==> src/rtl/cdb_arbiter_if.sv <==
// Bundle of the reservation-station result ports and the CDB broadcast port.
// The arbiter connects through the slave modport; the producers/consumer use master.
interface cdb_arbiter_if #(
    parameter int N_REQ          = 4,
    parameter int XLEN           = 64,
    parameter int ROB_IDX_LEN    = 6,
    parameter int ROB_EXCEPT_LEN = 5,
    parameter int SRC_W          = $clog2(N_REQ)
);
    // Handshake: a result moves on a cycle where valid and ready are both high.
    // A producer holds valid and payload stable until it sees ready; ready never
    // depends on anything the producer changes in response to ready.
    logic [N_REQ-1:0]                     rs_valid_i;
    logic [N_REQ-1:0]                     rs_ready_o;
    logic [N_REQ-1:0][ROB_IDX_LEN-1:0]    rs_idx_i;
    logic [N_REQ-1:0][XLEN-1:0]           rs_data_i;
    logic [N_REQ-1:0]                     rs_except_raised_i;
    logic [N_REQ-1:0][ROB_EXCEPT_LEN-1:0] rs_except_i;
    logic                                 rob_ready_i;
    logic                                 cdb_valid_o;
    logic [ROB_IDX_LEN-1:0]               cdb_idx_o;
    logic [XLEN-1:0]                      cdb_data_o;
    logic                                 cdb_except_raised_o;
    logic [ROB_EXCEPT_LEN-1:0]            cdb_except_o;
    logic [SRC_W-1:0]                     cdb_src_o;

    modport slave (
        input  rs_valid_i, rs_idx_i, rs_data_i, rs_except_raised_i, rs_except_i, rob_ready_i,
        output rs_ready_o, cdb_valid_o, cdb_idx_o, cdb_data_o, cdb_except_raised_o,
               cdb_except_o, cdb_src_o
    );

    modport master (
        output rs_valid_i, rs_idx_i, rs_data_i, rs_except_raised_i, rs_except_i, rob_ready_i,
        input  rs_ready_o, cdb_valid_o, cdb_idx_o, cdb_data_o, cdb_except_raised_o,
               cdb_except_o, cdb_src_o
    );
endinterface

==> src/rtl/cdb_arbiter.sv <==
// Round-robin arbiter granting one reservation station per cycle onto the CDB.
// Define CDB_ARB_OUT_REG_EN for a registered output stage; otherwise the CDB is a combinational bypass.
module cdb_arbiter #(
    parameter int N_REQ          = 4,
    parameter int XLEN           = 64,
    parameter int ROB_IDX_LEN    = 6,
    parameter int ROB_EXCEPT_LEN = 5,
    parameter int SRC_W          = $clog2(N_REQ)
) (
    input  logic         clk_i,
    input  logic         rst_i,
    input  logic         flush_i,
    cdb_arbiter_if.slave bus
);
    logic [SRC_W-1:0] rr_q;
    logic [SRC_W-1:0] grant;
    logic [SRC_W-1:0] cand;
    logic             found;
    logic             slot_free;
    logic             accept;
    int               idx;

    // First valid requester at or after rr_q, wrapping modulo N_REQ (N_REQ need not be 2^k).
    always_comb begin
        grant = '0;
        found = 1'b0;
        cand  = '0;
        idx   = 0;
        for (int k = 0; k < N_REQ; k++) begin
            idx = int'(rr_q) + k;
            if (idx >= N_REQ) idx = idx - N_REQ;
            cand = SRC_W'(idx);
            if (!found && bus.rs_valid_i[cand]) begin
                found = 1'b1;
                grant = cand;
            end
        end
    end

    assign accept = found && slot_free && !flush_i && !rst_i;

    always_comb begin
        bus.rs_ready_o = '0;
        if (accept) bus.rs_ready_o[grant] = 1'b1;
    end

    always_ff @(posedge clk_i) begin
        if (rst_i) begin
            rr_q <= '0;
        end else if (accept) begin
            rr_q <= (grant == SRC_W'(N_REQ - 1)) ? '0 : grant + 1'b1;
        end
    end

`ifdef CDB_ARB_OUT_REG_EN
    logic                      out_valid_q;
    logic [ROB_IDX_LEN-1:0]    out_idx_q;
    logic [XLEN-1:0]           out_data_q;
    logic                      out_except_raised_q;
    logic [ROB_EXCEPT_LEN-1:0] out_except_q;
    logic [SRC_W-1:0]          out_src_q;

    // The slot can be refilled on the same edge the ROB drains it.
    assign slot_free = !out_valid_q || bus.rob_ready_i;

    always_ff @(posedge clk_i) begin
        if (rst_i) begin
            out_valid_q         <= 1'b0;
            out_idx_q           <= '0;
            out_data_q          <= '0;
            out_except_raised_q <= 1'b0;
            out_except_q        <= '0;
            out_src_q           <= '0;
        end else if (flush_i) begin
            out_valid_q <= 1'b0;
        end else if (accept) begin
            out_valid_q         <= 1'b1;
            out_idx_q           <= bus.rs_idx_i[grant];
            out_data_q          <= bus.rs_data_i[grant];
            out_except_raised_q <= bus.rs_except_raised_i[grant];
            out_except_q        <= bus.rs_except_i[grant];
            out_src_q           <= grant;
        end else if (bus.rob_ready_i) begin
            out_valid_q <= 1'b0;
        end
    end

    assign bus.cdb_valid_o         = out_valid_q;
    assign bus.cdb_idx_o           = out_idx_q;
    assign bus.cdb_data_o          = out_data_q;
    assign bus.cdb_except_raised_o = out_except_raised_q;
    assign bus.cdb_except_o        = out_except_q;
    assign bus.cdb_src_o           = out_src_q;
`else
    assign slot_free = bus.rob_ready_i;

    assign bus.cdb_valid_o         = found && !flush_i && !rst_i;
    assign bus.cdb_idx_o           = found ? bus.rs_idx_i[grant] : '0;
    assign bus.cdb_data_o          = found ? bus.rs_data_i[grant] : '0;
    assign bus.cdb_except_raised_o = found ? bus.rs_except_raised_i[grant] : 1'b0;
    assign bus.cdb_except_o        = found ? bus.rs_except_i[grant] : '0;
    assign bus.cdb_src_o           = found ? grant : '0;
`endif
endmodule
==> src/flat_wrapper.sv <==
// flat-port wrapper written by rule: the top's interface ports become plain ports
module cdb_arbiter_flat 
#(
    parameter int N_REQ          = 4,
    parameter int XLEN           = 64,
    parameter int ROB_IDX_LEN    = 6,
    parameter int ROB_EXCEPT_LEN = 5,
    parameter int SRC_W          = $clog2(N_REQ)
)
  (clk_i, rst_i, flush_i, bus_rs_valid_i, bus_rs_idx_i, bus_rs_data_i, bus_rs_except_raised_i, bus_rs_except_i, bus_rob_ready_i, bus_rs_ready_o, bus_cdb_valid_o, bus_cdb_idx_o, bus_cdb_data_o, bus_cdb_except_raised_o, bus_cdb_except_o, bus_cdb_src_o);
  cdb_arbiter_if #(.N_REQ(N_REQ), .XLEN(XLEN), .ROB_IDX_LEN(ROB_IDX_LEN), .ROB_EXCEPT_LEN(ROB_EXCEPT_LEN), .SRC_W(SRC_W)) bus_i ();
  input  logic clk_i;
  input  logic rst_i;
  input  logic flush_i;
  input wire logic [$bits(bus_i.rs_valid_i)-1:0] bus_rs_valid_i;
  input wire logic [$bits(bus_i.rs_idx_i)-1:0] bus_rs_idx_i;
  input wire logic [$bits(bus_i.rs_data_i)-1:0] bus_rs_data_i;
  input wire logic [$bits(bus_i.rs_except_raised_i)-1:0] bus_rs_except_raised_i;
  input wire logic [$bits(bus_i.rs_except_i)-1:0] bus_rs_except_i;
  input wire logic [$bits(bus_i.rob_ready_i)-1:0] bus_rob_ready_i;
  output wire logic [$bits(bus_i.rs_ready_o)-1:0] bus_rs_ready_o;
  output wire logic [$bits(bus_i.cdb_valid_o)-1:0] bus_cdb_valid_o;
  output wire logic [$bits(bus_i.cdb_idx_o)-1:0] bus_cdb_idx_o;
  output wire logic [$bits(bus_i.cdb_data_o)-1:0] bus_cdb_data_o;
  output wire logic [$bits(bus_i.cdb_except_raised_o)-1:0] bus_cdb_except_raised_o;
  output wire logic [$bits(bus_i.cdb_except_o)-1:0] bus_cdb_except_o;
  output wire logic [$bits(bus_i.cdb_src_o)-1:0] bus_cdb_src_o;
  assign bus_i.rs_valid_i = bus_rs_valid_i;
  assign bus_i.rs_idx_i = bus_rs_idx_i;
  assign bus_i.rs_data_i = bus_rs_data_i;
  assign bus_i.rs_except_raised_i = bus_rs_except_raised_i;
  assign bus_i.rs_except_i = bus_rs_except_i;
  assign bus_i.rob_ready_i = bus_rob_ready_i;
  assign bus_rs_ready_o = bus_i.rs_ready_o;
  assign bus_cdb_valid_o = bus_i.cdb_valid_o;
  assign bus_cdb_idx_o = bus_i.cdb_idx_o;
  assign bus_cdb_data_o = bus_i.cdb_data_o;
  assign bus_cdb_except_raised_o = bus_i.cdb_except_raised_o;
  assign bus_cdb_except_o = bus_i.cdb_except_o;
  assign bus_cdb_src_o = bus_i.cdb_src_o;
  cdb_arbiter #(.N_REQ(N_REQ), .XLEN(XLEN), .ROB_IDX_LEN(ROB_IDX_LEN), .ROB_EXCEPT_LEN(ROB_EXCEPT_LEN), .SRC_W(SRC_W)) u_core (.clk_i(clk_i), .rst_i(rst_i), .flush_i(flush_i), .bus(bus_i));
endmodule
==> config.mk <==
export PLATFORM = sky130hd
export DESIGN_NAME = cdb_arbiter_flat
export DESIGN_NICKNAME = d
export VERILOG_FILES = /design/src/rtl/cdb_arbiter_if.sv /design/src/rtl/cdb_arbiter.sv /design/src/flat_wrapper.sv
export SDC_FILE = /design/constraint.sdc
export NUM_CORES = 1
export LEC_CHECK = 0
export CAP_MARGIN = 0
export CORE_AREA = 2 2 156 158
export CTS_CLUSTER_DIAMETER = 200
export DETAILED_ROUTE_END_ITERATION = 8
export DIE_AREA = 0 0 158 160
export GPL_ROUTABILITY_DRIVEN = 0
export PLACE_DENSITY = 0.45
export SLEW_MARGIN = 20
export SYNTH_ARGS = -nofsm -noshare
export SYNTH_HDL_FRONTEND = slang
export SYNTH_SLANG_ARGS = --single-unit
==> constraint.sdc <==
create_clock -name clk_i -period 2.2 [get_ports clk_i]
set_input_delay 0.44 -clock clk_i [delete_from_list [all_inputs] [get_ports clk_i]]
set_output_delay 0.44 -clock clk_i [all_outputs]
set_load 0.05 [all_outputs]
## Word-level counts from Yosys, hierarchy flattened

Index checks and enable logic that the tools add are counted.
W data, S select, Z words.

- Flip-flop bits (word level): 2
- Output and inout bits: 83
- Input bits: 312

- Add/sub/neg operators: 8
- Equality and inequality tests: 1
- Reductions and logical operators: 14
- Multiplexer cells: 37
- Order comparisons: 10

Operators by type and width:

| kind | count |
|---|---|
| $bmux W64 S2 | 1 |
| $mux W64 | 2 |
| $mux W2 | 10 |
| $lt A2 B3 Y1 const B | 5 |
| $bmux W6 S2 | 1 |
| $mux W6 | 2 |
| $mux W1 | 11 |
| $bmux W1 S2 | 5 |
| $bmux W5 S2 | 1 |
| $mux W5 | 2 |
| $ge A3 B3 Y1 const B | 3 |
| $logic_and A1 B1 Y1 | 9 |
| $sub A2 B1 Y2 const B | 4 |
| $add A2 B2 Y3 const B | 2 |
| $logic_not A1 Y1 | 5 |
| $mux W4 | 1 |
| $add A2 B1 Y3 const B | 1 |
| $ge A2 B3 Y1 const B | 1 |
| $add A2 B1 Y2 const B | 1 |
| $demux W1 S2 | 1 |
| $eq A2 B2 Y1 const B | 1 |
| $ge A2 B1 Y1 const B | 1 |

## Longest topological paths before layout

- Depth in word-level cells: 19
- Gate-level depth with buffers: 9
- Mapped depth without buffers: 7

## Worst setup path after synthesis

Ideal clock, no wire load.

- Path type: input port to output port
- From: input port bus_rs_valid_i[0]
- To: output port bus_cdb_data_o[57]
- Stages: 8
- Data arrival time: 2.202 ns
- Required time: 1.760 ns
- Path buffers: 3
- Setup slack: -0.442 ns
- Cell sequence: a21o_1 a21oi_2 o22a_1 buf_4 buf_12 buf_6 mux2i_1 o22ai_1

- Longest elaborated chain between the ends: 15
- Elaborated cells between the ends (all ways): 25
- Classes of those cells: mux: 19; reduce/logical: 6

RTL lines:

| item | line | text |
|---|---|---|
| start, declared | flat_wrapper.sv:15 | `input wire logic [$bits(bus_i.rs_valid_i)-1:0] bus_rs_valid_i;` |
| $bmux W1 S2 | cdb_arbiter.sv:33 | `if (!found && bus.rs_valid_i[cand]) begin` |
| $mux W1 (implied by the code) | cdb_arbiter.sv:33 |  |
| $mux W1 | cdb_arbiter.sv:33 |  |
| $logic_not A1 Y1 | cdb_arbiter.sv:33 |  |
| $logic_and A1 B1 Y1 | cdb_arbiter.sv:33 |  |
| $mux W1 | cdb_arbiter.sv:33 |  |
| $logic_not A1 Y1 | cdb_arbiter.sv:33 |  |
| $logic_and A1 B1 Y1 | cdb_arbiter.sv:33 |  |
| $mux W1 | cdb_arbiter.sv:33 |  |
| $logic_not A1 Y1 | cdb_arbiter.sv:33 |  |
| $logic_and A1 B1 Y1 | cdb_arbiter.sv:33 |  |
| $mux W2 | cdb_arbiter.sv:33 |  |
| $bmux W64 S2 | cdb_arbiter.sv:99 | `assign bus.cdb_data_o = found ? bus.rs_data_i[grant] : '0;` |
| $mux W64 (implied by the code) | cdb_arbiter.sv:99 |  |
| $mux W64 * | cdb_arbiter.sv:99 |  |
| end, declared | flat_wrapper.sv:24 | `output wire logic [$bits(bus_i.cdb_data_o)-1:0] bus_cdb_data_o;` |

Mark *: on every way between the ends. The rest lies on a longest branch, timed or not. The select of a mux whose other input is x is not followed.

## Final worst setup path

- From: register u_core.rr_q[0]
- To: output port bus_cdb_idx_o[5]

- Longest elaborated chain between the ends: 17
- Elaborated cells between the ends (all ways): 40
- Classes of those cells: add/sub: 7; order compare: 4; mux: 23; reduce/logical: 6

RTL lines:

| item | line | text |
|---|---|---|
| start, declared | cdb_arbiter.sv:15 | `logic [SRC_W-1:0] rr_q;` |
| start signal, assigned | cdb_arbiter.sv:51 | `rr_q <= (grant == SRC_W'(N_REQ - 1)) ? '0 : grant + 1'b1;` |
| branches (longest 16 deep; another with $add A2 B1 Y3) | n/a |  |
| $mux W6 * | cdb_arbiter.sv:98 | `assign bus.cdb_idx_o = found ? bus.rs_idx_i[grant] : '0;` |
| end, declared | flat_wrapper.sv:23 | `output wire logic [$bits(bus_i.cdb_idx_o)-1:0] bus_cdb_idx_o;` |

Every way passes the cells marked *. The select of a mux whose other input is x is not followed.

==> flow_metrics.tcl <==
set metrics [dict create \
    p_per_area_nw_per_um2 436 \
    synth_fa_ha_area_frac 0.0198 \
    rsz0062_at_grt "true" \
    largest_reg_flops 2 \
    grt_pass1_vias 5135 \
    maxSlewViolCount 0 \
    first_iter_violations 91 \
    worstSetupStartpointType "flop" \
    h-tree-depth 1 \
    min_period_ns 2.62 \
    worstSetupEndpointType "output pin" \
    synth_xor_area_frac 0 \
    setup_viol 81 \
    ff_latch_area_sq_um 45.0 \
    overflow 0 \
    synthMuxAreaShare 0.605 \
    antenna_found_initial 0 \
    worst_slack_ns -0.416 \
    vias_per_cell 4.17 \
    status "complete, but fails checks" \
    p_int_mw 2.97 \
    initial_core_util 0.106 \
    finalCritPeriodShare 1.19 \
    critical_path.max_fanout 5 \
    grt_first_pass_wirelength_microns 31100 \
    synth_top_family_by_area "multiplexers" \
    hold_viol_final 0 \
    grt_usage 0.160 \
    rows 57 \
    area_growth_pct 371 \
    sequentialPowerShare 0.008 \
    final_area_sq_um 11900 \
    cap_violations 0 \
    io_pins 395 \
    swShare 0.430 \
    drcViolationCount 0 \
    netlist_area_sq_um 2530 \
    largest-register "u_core.rr_q" \
    die_y_microns 160 \
    cp_data_arrival_time_ns 2.18 \
    drive_above_1_share 0.569 \
    cts_tree "built" \
    synth_compound_gate_area_share 0.224 \
    cts-buffers-inserted 3 \
    dieArea_sq_um 25300 \
    cts_sinks 2 \
    yosysWarnings 0 \
    relSlewSlack 0.698 \
    max_clock_freq_ghz 0.382 \
    multiInputGateArea_sq_um 4960 \
    clk_latency_ns 0.22 \
    path_class "reg -> out" \
    failed_checks "negative setup slack" \
    power.share.clock 0.052 \
    p_comb_frac 0.940 \
    p_leak_nw 3.98 \
    n_antenna_cell 0 \
    ys_seq_area_frac 0.0158 \
    synth_seq_cells 2 \
    root_buffer "clkbuf_16" \
    core_sq_um 23800 \
    holdCritPathClass "reg -> reg" \
    yosysUniqueCellTypes 25 \
    drt_wl_total_microns 21700 \
    required_ns 1.76 \
    grt_max_degree 17 \
    synth-simple-area-share 0.0242 \
    nets 1075 \
    finClkSkew_ns 0.00378 \
    placed_area_sq_um 9160 \
    routedWlPerCell_microns 20.1 \
    syn_inst 295 \
    die_w_microns 158 \
    p_sw_mw 2.24 \
    syn_nets 611 \
    tns_ns -25.76 \
    avgSynthCellArea_sq_um 8.58 \
    vias 4513 \
    ir_drop_mv 0.306 \
    worst_slew_pin_slew_ns 0.451 \
    p_total_mw 5.21 \
    postRouteAntennaNets 0 \
    reg_top3 "u_core.rr_q x2" \
    timing.hold.ws_ns 0.672 \
    dp_slack_ns -0.767 \
    first_pass_iters 4 \
    path_clk_slew_ns 0.03 \
    io_buffer_count 394 \
    hpwlAfterDp_microns 16400 \
    clockBufferDepth 2 \
    fill_cells 2073 \
]
## worst max-delay path, cell delays in order, from the launching register on
cell and delay [ns]:
dfxtp_4 0.33, nand2b_4 0.14, nor2b_4 0.13, o22a_4 0.23, buf_12 0.15, buf_12 0.13, buf_16 0.14, buf_12 0.14
mux2i_4 0.17, o22ai_2 0.21, buf_12 0.16
## stage by stage
step | instances | util
3_5_place_dp | 1041 | 0.384
6_report | 1081 | 0.501
4_1_cts | 1075 | 0.472
2_1_floorplan | 295 | -
5_1_grt | 1081 | 0.501
3_3_place_gp | 1041 | 0.384
## logic make-up after synthesis
kind of cell | count (synthesis)
multiplexers | 153
flip-flops | 2
buffers and inverters | 39
AO/OA/AOI/OAI | 86
adder cells (fa/ha/maj) | 4
AND/OR/NAND/NOR | 11
## placed cells by master (no fill, tap or decap)
master           instances
o22ai_2                 14
a211oi_1                 1
and3_4                   4
dfxtp_2                  1
buf_8                   10
clkbuf_2                 1
a211o_4                  1
a21oi_2                  1
and2_1                   1
mux2i_2                 15
a21oi_4                  1
clkbuf_16                8
mux2i_1                 10
buf_6                   24
o22a_1                   1
nor2_1                   3
ha_4                     4
nand2b_1                 1
inv_4                    2
bufbuf_16                1
buf_12                  94
buf_4                   26
nand2b_4                 1
clkdlybuf4s50_1        307
mux2i_4                128
a311oi_4                 1
inv_2                    1
inv_1                    1
buf_16                  25
dfxtp_4                  1
o22a_4                   1
o41ai_4                  1
nor2b_4                  1
inv_6                    1
a21o_1                   1
o22ai_4                 63
## metal layers
metal / vias up / part of all wire / GRT usage
li1: 2151 / - / -
met1: 2147 / 0.35 / 0.180
met2: 199 / 0.57 / 0.320
met3: 16 / 0.063 / 0.0236
met4: 0 / 0.013 / 0.0217
met5: - / 0 / 0
## synth_stat cells, drive strengths merged
cell | instances | area share
inv | 5 | 0.0074
a211o | 1 | 0.0035
a21o | 1 | 0.0030
a311oi | 1 | 0.0059
nor2b | 1 | 0.0025
a21oi | 2 | 0.0054
clkbuf | 13 | 0.027
ha | 4 | 0.020
dfxtp | 2 | 0.016
nand2b | 2 | 0.0049
a211oi | 1 | 0.0030
buf | 21 | 0.077
and2 | 1 | 0.0025
and3 | 4 | 0.0099
o22ai | 77 | 0.19
mux2i | 153 | 0.60
o22a | 2 | 0.0069
o41ai | 1 | 0.0064
nor2 | 3 | 0.0044
## power groups by stage
stage | sequential [mW] | combinational, mW | clock [mW]
after floorplan | 0.0405 | 2.07 | 0
after global placement | 0.0407 | 3.86 | 0
after detailed placement | 0.0407 | 3.88 | 0
after CTS | 0.0392 | 4.69 | 0.278
after global routing | 0.0395 | 5.07 | 0.285
final | 0.0394 | 4.89 | 0.272
## final timing paths
kind	from	to	slack, ns	cells past startpoint
worst max-delay path	u_core.rr_q[0]$_SDFFE_PP0P_	bus_cdb_idx_o[5]	-0.42	10
worst min-delay path	u_core.rr_q[0]$_SDFFE_PP0P_	u_core.rr_q[0]$_SDFFE_PP0P_	0.67	3
worst max register to register	u_core.rr_q[0]$_SDFFE_PP0P_	u_core.rr_q[0]$_SDFFE_PP0P_	0.31	12
worst min register to register	u_core.rr_q[0]$_SDFFE_PP0P_	u_core.rr_q[0]$_SDFFE_PP0P_	0.67	3
## area by class of cell
type,count,share of cell area
Multi-Input combinational cell,254,0.416
Inverter,5,0.00241
Clock buffer,3,0.00629
Timing Repair Buffer,493,0.538
Sequential cell,2,0.00377
Tap cell,324,0.0340
## timing repair
action	in CTS	in global routing
hold buffers	0	0
cloned	17	4
buffers inserted	14	5
pin swaps	33	36
gates resized for setup	285	101
setup endpoints to repair	83	81
Note: power is estimated with default switching activity, not from simulation.
